===== src/rtl/mem_bus_arbiter.sv =====
// Arbitrates the single processor-memory port between icache (loads) and dcache
// (loads/stores), routing returned data tags back to the issuing cache.
module mem_bus_arbiter #(
    parameter int unsigned XLEN              = 32,
    parameter int unsigned STARVE_LIMIT      = 8,
    parameter int unsigned I_MAX_OUTSTANDING = 4,
    parameter int unsigned D_MAX_OUTSTANDING = 4
) (
    input  logic            clock,
    input  logic            reset,
    input  logic [1:0]      Icache2mem_command,
    input  logic [XLEN-1:0] Icache2mem_addr,
    input  logic [1:0]      Dcache2mem_command,
    input  logic [XLEN-1:0] Dcache2mem_addr,
    input  logic [63:0]     Dcache2mem_data,
    input  logic [3:0]      mem2arb_response,
    input  logic [63:0]     mem2arb_data,
    input  logic [3:0]      mem2arb_tag,
    output logic [1:0]      arb2mem_command,
    output logic [XLEN-1:0] arb2mem_addr,
    output logic [63:0]     arb2mem_data,
    output logic [3:0]      arb2Icache_response,
    output logic [63:0]     arb2Icache_data,
    output logic [3:0]      arb2Icache_tag,
    output logic [3:0]      arb2Dcache_response,
    output logic [63:0]     arb2Dcache_data,
    output logic [3:0]      arb2Dcache_tag,
    output logic [3:0]      i_outstanding,
    output logic [3:0]      d_outstanding,
    output logic            starve_boost,
    output logic            spurious_tag
);

    localparam int unsigned CW = 4;
    localparam int unsigned SW = $clog2(STARVE_LIMIT) + 1;
    localparam logic [1:0] BUS_NONE  = 2'd0;
    localparam logic [1:0] BUS_LOAD  = 2'd1;
    localparam logic [1:0] BUS_STORE = 2'd2;

    logic [15:0]   r_valid;
    logic [15:0]   r_owner;     // 1 = dcache owns the tag
    logic [CW-1:0] r_i_out;
    logic [CW-1:0] r_d_out;
    logic [SW-1:0] r_starve_cnt;
    logic          r_boost;
    logic          r_spurious;

    logic          w_elig_i;
    logic          w_elig_d;
    logic          w_grant_i;
    logic          w_grant_d;
    logic          w_accept_i;
    logic          w_accept_d;
    logic          w_load_acc_d;
    logic          w_ret_hit;
    logic          w_ret_miss;
    logic          w_ret_owner;
    logic          w_i_dec;
    logic          w_d_dec;
    logic [SW-1:0] w_starve_next;
    logic [CW-1:0] w_i_out_next;
    logic [CW-1:0] w_d_out_next;

    // Eligibility and zero-latency grant; the starvation boost lets icache win.
    always_comb begin
        w_elig_i  = (Icache2mem_command == BUS_LOAD) && (r_i_out < CW'(I_MAX_OUTSTANDING));
        w_elig_d  = (Dcache2mem_command == BUS_STORE) ||
                    ((Dcache2mem_command == BUS_LOAD) && (r_d_out < CW'(D_MAX_OUTSTANDING)));
        w_grant_d = w_elig_d && !(r_boost && w_elig_i);
        w_grant_i = w_elig_i && !w_grant_d;
        w_accept_i   = w_grant_i && (mem2arb_response != 4'd0);
        w_accept_d   = w_grant_d && (mem2arb_response != 4'd0);
        w_load_acc_d = w_accept_d && (Dcache2mem_command == BUS_LOAD);
    end

    // Memory-side command mux and response routing.
    always_comb begin
        arb2mem_command     = BUS_NONE;
        arb2mem_addr        = '0;
        arb2mem_data        = '0;
        arb2Icache_response = 4'd0;
        arb2Dcache_response = 4'd0;
        if (w_grant_d) begin
            arb2mem_command     = Dcache2mem_command;
            arb2mem_addr        = Dcache2mem_addr;
            arb2mem_data        = Dcache2mem_data;
            arb2Dcache_response = mem2arb_response;
        end else if (w_grant_i) begin
            arb2mem_command     = BUS_LOAD;
            arb2mem_addr        = Icache2mem_addr;
            arb2Icache_response = mem2arb_response;
        end
    end

    // Return-tag lookup uses the pre-update table, so a same-cycle re-accept
    // of the same tag still routes the return to its old owner.
    always_comb begin
        w_ret_hit   = (mem2arb_tag != 4'd0) && r_valid[mem2arb_tag];
        w_ret_miss  = (mem2arb_tag != 4'd0) && !r_valid[mem2arb_tag];
        w_ret_owner = r_owner[mem2arb_tag];
        w_i_dec     = w_ret_hit && !w_ret_owner;
        w_d_dec     = w_ret_hit && w_ret_owner;
        arb2Icache_tag  = w_i_dec ? mem2arb_tag : 4'd0;
        arb2Dcache_tag  = w_d_dec ? mem2arb_tag : 4'd0;
        arb2Icache_data = mem2arb_data;
        arb2Dcache_data = mem2arb_data;
    end

    // Next outstanding counts; simultaneous inc and dec cancel.
    always_comb begin
        w_i_out_next = r_i_out;
        w_d_out_next = r_d_out;
        case ({w_accept_i, w_i_dec})
            2'b10:   w_i_out_next = r_i_out + CW'(1);
            2'b01:   w_i_out_next = r_i_out - CW'(1);
            default: w_i_out_next = r_i_out;
        endcase
        case ({w_load_acc_d, w_d_dec})
            2'b10:   w_d_out_next = r_d_out + CW'(1);
            2'b01:   w_d_out_next = r_d_out - CW'(1);
            default: w_d_out_next = r_d_out;
        endcase
    end

    // Starvation counter counts every denied icache load cycle, including
    // cycles blocked by its own outstanding limit.
    always_comb begin
        w_starve_next = r_starve_cnt;
        if (w_accept_i) begin
            w_starve_next = '0;
        end else if ((Icache2mem_command == BUS_LOAD) && (r_starve_cnt < SW'(STARVE_LIMIT))) begin
            w_starve_next = r_starve_cnt + SW'(1);
        end
    end

    // Tag-owner table; a later accept overrides a same-tag clear.
    always_ff @(posedge clock or negedge reset) begin
        if (!reset) begin
            r_valid <= '0;
            r_owner <= '0;
        end else begin
            if (w_ret_hit) begin
                r_valid[mem2arb_tag] <= 1'b0;
            end
            if (w_accept_i) begin
                r_valid[mem2arb_response] <= 1'b1;
                r_owner[mem2arb_response] <= 1'b0;
            end else if (w_load_acc_d) begin
                r_valid[mem2arb_response] <= 1'b1;
                r_owner[mem2arb_response] <= 1'b1;
            end
        end
    end

    always_ff @(posedge clock or negedge reset) begin
        if (!reset) begin
            r_i_out      <= '0;
            r_d_out      <= '0;
            r_starve_cnt <= '0;
            r_boost      <= 1'b0;
            r_spurious   <= 1'b0;
        end else begin
            r_i_out      <= w_i_out_next;
            r_d_out      <= w_d_out_next;
            r_starve_cnt <= w_starve_next;
            r_boost      <= (w_starve_next >= SW'(STARVE_LIMIT));
            if (w_ret_miss) begin
                r_spurious <= 1'b1;
            end
        end
    end

    assign i_outstanding = r_i_out;
    assign d_outstanding = r_d_out;
    assign starve_boost  = r_boost;
    assign spurious_tag  = r_spurious;

endmodule


===== config.mk =====
export PLATFORM = sky130hd
export DESIGN_NAME = mem_bus_arbiter
export DESIGN_NICKNAME = d
export VERILOG_FILES = /design/src/rtl/mem_bus_arbiter.sv
export SDC_FILE = /design/constraint.sdc
export NUM_CORES = 1
export LEC_CHECK = 0
export BUFFER_PORTS_ARGS = -buffer_cell sky130_fd_sc_hd__buf_2
export CORE_AREA = 4 4 176 178
export CTS_BUF_LIST = sky130_fd_sc_hd__clkbuf_4 sky130_fd_sc_hd__clkbuf_8
export DETAILED_ROUTE_END_ITERATION = 8
export DIE_AREA = 0 0 180 182
export SLEW_MARGIN = 20
export SYNTH_ARGS = -nofsm -noshare
export SYNTH_HDL_FRONTEND = slang
export SYNTH_SLANG_ARGS = --single-unit

===== constraint.sdc =====
create_clock -name clock -period 9 [get_ports clock]
set_input_delay 1.8 -clock clock [delete_from_list [all_inputs] [get_ports clock]]
set_output_delay 1.8 -clock clock [all_outputs]
set_load 0.05 [all_outputs]

# Word level (Yosys, flattened, before mapping)
# Cells that the tools add are included.
[op_classes]
n_bitwise = 6
add_sub_neg = 5
n_eq_ne = 7
n_reduce_logical = 25
n_lt_le_gt_ge = 8
muxes = 27
[op_table]
columns = ["op", "n"]
rows = [
  ["two-way mux 16 bit", 5],
  ["two-way mux 32 bit", 2],
  ["two-way mux 64 bit", 1],
  ["bitwise AND 16 bit", 2],
  ["NOT 16 bit", 2],
  ["OR 16 bit", 2],
  ["two-way mux 4 bit", 7],
  ["one-hot mux 4 bit (2 select lines)", 2],
  ["logical AND 1 bit", 15],
  ["adder 4 x 1 -> 4 bit, second input constant", 3],
  ["< comparator 4 x 5 -> 1 bit, second input constant", 2],
  ["binary-select mux 1 bit (select 4 bit)", 2],
  ["demux 1 bit (select 4 bit)", 2],
  ["== test 2 x 1 -> 1 bit, second input constant", 4],
  [">= comparator 4 x 1 -> 1 bit, second input constant", 2],
  ["< comparator 4 x 3 -> 1 bit, second input constant", 2],
  ["nonzero test 4 bit", 2],
  ["subtractor 4 x 1 -> 4 bit, second input constant", 2],
  ["== test 2 bit, second input constant", 3],
  ["nonzero test 2 bit", 3],
  ["two-way mux 1 bit", 5],
  [">= comparator 4 bit, second input constant", 1],
  ["logical NOT 1 bit", 4],
  ["< comparator 4 bit, second input constant", 1],
  ["2 further kinds", 2],
]
[totals]
regBits = 46
in_bits = 206

# Logic depth before layout (Yosys ltp)
[depth]
ltp_word = 10
depth_mapped = 16
depth_no_buf = 13

# Least setup slack after synthesis
# Ideal clock, no wire load.
[synth_timing]
path_type = "input to output"
from = "in mem2arb_tag[0]"
to = "out arb2Icache_tag[0]"
slack_ns = 3.774
t_required_ns = 7.200
path_buffers = 1
arrival_time_ns = 3.426
stages = 6
cell_sequence = "buf_6 > mux4_2 > nor2_1 > or3_4 > a21oi_2 > and2_1"
[synth_via]
elab_chain_cells = 5
word_cells_on_any_way = 9
cone_classes = "5 x mux; 4 x reduce/logical"
[synth_lines]
columns = ["item", "line", "text"]
rows = [
  ["from (decl)", "18", "input logic [3:0] mem2arb_tag,"],
  ["binary-select mux 1 bit (select 4 bit) (on tied branches)", "98, 100", ""],
  ["two-way mux 1 bit (on tied branches)", "98, 100", ""],
  ["logical AND 1 bit / logical NOT 1 bit (equally long branches)", "98, 101", ""],
  ["logical AND 1 bit", "101", "w_i_dec = w_ret_hit && !w_ret_owner;"],
  ["two-way mux 4 bit (*)", "103", "arb2Icache_tag = w_i_dec ? mem2arb_tag : 4'd0;"],
  ["to (decl)", "24", "output logic [3:0] arb2Icache_tag,"],
]
# Mark *: on every way between the ends. The rest lies on a longest branch, timed or not. The select of a mux whose other input is x is not followed.

# Worst setup path in the final report
[layout_timing]
from = "in Dcache2mem_command[1]"
to = "out arb2mem_addr[27]"
[layout_via]
elab_chain_cells = 8
word_cells_on_any_way = 9
cone_classes = "2 x eq/ne; 2 x mux; 5 x reduce/logical"
[layout_lines]
columns = ["item", "line", "text"]
rows = [
  ["from (decl)", "13", "input logic [1:0] Dcache2mem_command,"],
  ["== test 2 x 1 -> 1 bit", "68", "((Dcache2mem_command == BUS_LOAD) && (r_d_out < CW'(D_MAX_OUTSTANDING)));"],
  ["logical AND 1 bit", "68", ""],
  ["logical OR 1 bit (*)", "67", "w_elig_d = (Dcache2mem_command == BUS_STORE) ||"],
  ["logical AND 1 bit (*)", "69", "w_grant_d = w_elig_d && !(r_boost && w_elig_i);"],
  ["logical NOT 1 bit", "70", "w_grant_i = w_elig_i && !w_grant_d;"],
  ["logical AND 1 bit", "70", ""],
  ["two-way mux 32 bit", "88", "end else if (w_grant_i) begin"],
  ["two-way mux 32 bit (*)", "83", "if (w_grant_d) begin"],
  ["to (decl)", "20", "output logic [XLEN-1:0] arb2mem_addr,"],
]
# Mark *: on every way between the ends. The rest lies on a longest branch, timed or not.

==> summary.txt <==
Floorplanning
  • Core area: 29,400 um^2
  • Num ports: 458
  • DIE AREA: roughly 33,000 um^2
  • Die Y: about 180 um
  • FP Rows: 63
  • Die span in x: 180 um
  • Starting Density: 0.1577

Outcome
  • Outcome: complete, no violations

Finish
  • Final nets: 919
  • Area of the multi-input gates: roughly 2400 um^2
  • FF/Latch Area: 1151 um^2
  • Fillcell total: 3,339
  • Area growth, synth to finish: 19.65%
  • Share of layout cells above drive strength 1: 0.4379
  • Commonest cells after routing, fill and taps aside: buf_2, nand2_1, and2_1
  • Finished Cell Area: 5547 um^2
  • Core Util, Final: 0.1886
  • Leading cell type in the layout, fill and taps excluded: buf_2

Timing
  • Fin. max-slew vios: 0
  • Max Fclk: 157.1 MHz
  • Setup violators final: 0
  • Minimum clock period: between 6 and 7 ns
  • RSZ-0062 raised after global routing: no
  • Hold slack: 0.3902 ns
  • Clock Skew: about 0.012 ns
  • Max_slew headroom: 0.4367
  • Final cycle utilization of the critical path: 0.7073
  • Final hold vios: 0
  • Setup TNS Final: 0 ns
  • Worst Tran Pin Value: 0.8431 ns

CTS
  • Postcts setup bufs: 0
  • Max Buffers Root-to-Sink: 2
  • Resize count post-CTS: 0
  • Inserted Clock Buffers: 5
  • Reg clk slew, reported paths: 0.09 ns
  • Root cell of the clock tree: clkbuf_8
  • H-tree depth: 2
  • CTS tree: yes
  • CTS Sinks: 46
  • Post-CTS Hold Fix Bufs: 0
  • Later-pin clock latency in the skew report: 0.30 ns

Pwr
  • P_leak: ~3 nW
  • PnR Total Power: 0.001098 W
  • Peak VDD IR: 0.00007528 V
  • Power per cell area: 198.0 nW/um^2
  • Internal: 0.0005639 W
  • Clk pwr share: 0.146
  • Sequential power share: 0.312
  • Sw Ratio: 0.4864
  • Logic gate share of total power: 0.542
  • Switching pwr: 0.0005341 W

Placed design
  • Port Buffers: 265
  • Global placer's final weighted congestion: roughly 0.94
  • Final HPWL DP: 23.11 mm
  • Area after DPL: 5416 um^2

Global routing
  • Total Routing Usage GR: 0.1547
  • Gr ovfl total: 0
  • Largest net degree at the start of global routing: a little over 60
  • Initial antenna violation count: 12
  • Global-route wire length before repair: 37.00 mm
  • Vias in the first global route: 4,684

Flow run
  • Max Cap Violations: 0

Yosys
  • Post-Syn Nets: 803
  • Post-Syn Instances: 592
  • Post-synthesis sequential area ratio: 0.2483
  • #FFs+latches synth: between 40 and 50
  • Post-synth ARST share: 1.000
  • Synth warn: 0
  • Cell area after synthesis: 4636 um^2
  • Syn avg cell area: between 7 and 8 um^2
  • Count of different cell masters after synthesis: 61
  • Post-synth EDFFs: 0
  • Predominant post-synthesis flop cell: dfrtp_1

Drt
  • Routed Antenna Nets: 0
  • TritonRoute pass-1 iters: 4
  • DRT Wirelength: 26.78 mm
  • Via count: roughly 4,600
  • Via density: about 4.2
  • Initial DRC Count: ~290
  • Drt wl/cell: 24.26 um
  • Drc violations: 0

Setup path
  • Setup CP Type: in -> out
  • Crit path arrival time: 4.57 ns
  • Crit. End Element: output pin
  • Crit start category: primary input
  • Critical Path RT: ~7 ns
  • CP max FO: 61

Hold path
  • Hold Crit Class: reg -> reg
[worst max-delay path, cell delays in order]
cell     delay [ns]
buf_2          0.11
or4b_4         0.49
and2_4         0.17
a21oi_4        0.64
buf_4          0.59
nand2_1        0.16
nand2_1        0.24
buf_2          0.33
[power by group through the flow]
stage | Clock, W | Combinational (W) | Sequential [W]
after detailed placement | 0 | 0.000601 | 0.000347
after global routing | 0.000174 | 0.000648 | 0.000352
final | 0.000160 | 0.000595 | 0.000342
after global placement | 0 | 0.000591 | 0.000343
after floorplan | 0 | 0.000522 | 0.000384
after CTS | 0.000165 | 0.000604 | 0.000343
[logic make-up after synthesis]
family | after synthesis | synth area share
AO/OA/AOI/OAI | 59 | 0.08962
XOR/XNOR | 8 | 0.01511
adder cells (fa/ha/maj) | 5 | 0.01350
buffers and inverters | 167 | 0.2432
flip-flops | 46 | 0.2483
multiplexers | 25 | 0.07126
AND/OR/NAND/NOR | 282 | 0.3190
[layout make-up]
cell class | count | share of cell area
diodes | 6 | 0.002707
well taps | 390 | 0.08798
repair buffers | 269 | 0.2486
clock buffers | 6 | 0.01489
multi-input cells | 379 | 0.4282
clock inverters | 1 | 0.005414
inverters | 7 | 0.004737
flip-flops and latches | 46 | 0.2075
[path summary, 6_finish.rpt]
check / from / endpoint / slack [ns] / cells past startpoint
worst min-delay path: flop / flop / 0.39 / 0
worst min register to register: flop / flop / 0.39 / 0
worst max-delay path: Dcache2mem_command[1] / arb2mem_addr[27] / 2.63 / 8
worst max register to register: i_outstanding[2]$_DFFE_PN0P_ / i_outstanding[2]$_DFFE_PN0P_ / 4.93 / 12
max in group asynchronous: reset / i_outstanding[1]$_DFFE_PN0P_ / 7.07 / 1
min in group asynchronous: reset / r_valid[5]$_DFF_PN0_ / 1.52 / 1
[metrics by stage]
stage               std cells  setup WS, ns
floorplan                 592         3.774
global placement         1090         1.875
detailed placement       1091         2.579
CTS                      1098         2.578
global route             1098         2.381
finish                   1104         2.634
[cells in the mapped netlist (all sizes together) (2+ instances only)]
cell type	instances	area share
nand3	36	0.039
xor2	4	0.0076
mux2i	6	0.013
a31oi	3	0.0040
nor4b	2	0.0051
o2111ai	2	0.0038
or2	2	0.0027
and3b	2	0.0038
o21a	2	0.0032
o32a	2	0.0043
nand3b	4	0.0065
dfrtp	46	0.25
a21boi	2	0.0057
o21ai	24	0.027
mux2	14	0.034
nor3	4	0.0043
nor2	19	0.015
ha	5	0.013
nand2	101	0.082
o221ai	2	0.0038
nor3b	5	0.0081
buf	135	0.22
nor2b	3	0.0040
and2	78	0.11
or3	3	0.0051
clkbuf	25	0.020
mux4	5	0.024
a21oi	9	0.011
inv	7	0.0057
and3	5	0.0067
a211oi	2	0.0059
nand2b	12	0.016
xnor2	4	0.0076
[per-layer routing]
layer | track usage | part of all wire
met1 | 0.1890 | 0.40
met2 | 0.2468 | 0.46
met3 | 0.08474 | 0.12
met4 | 0.02073 | 0.014
met5 | 0.002963 | 0.0027
(Power assumes the default switching activity.)
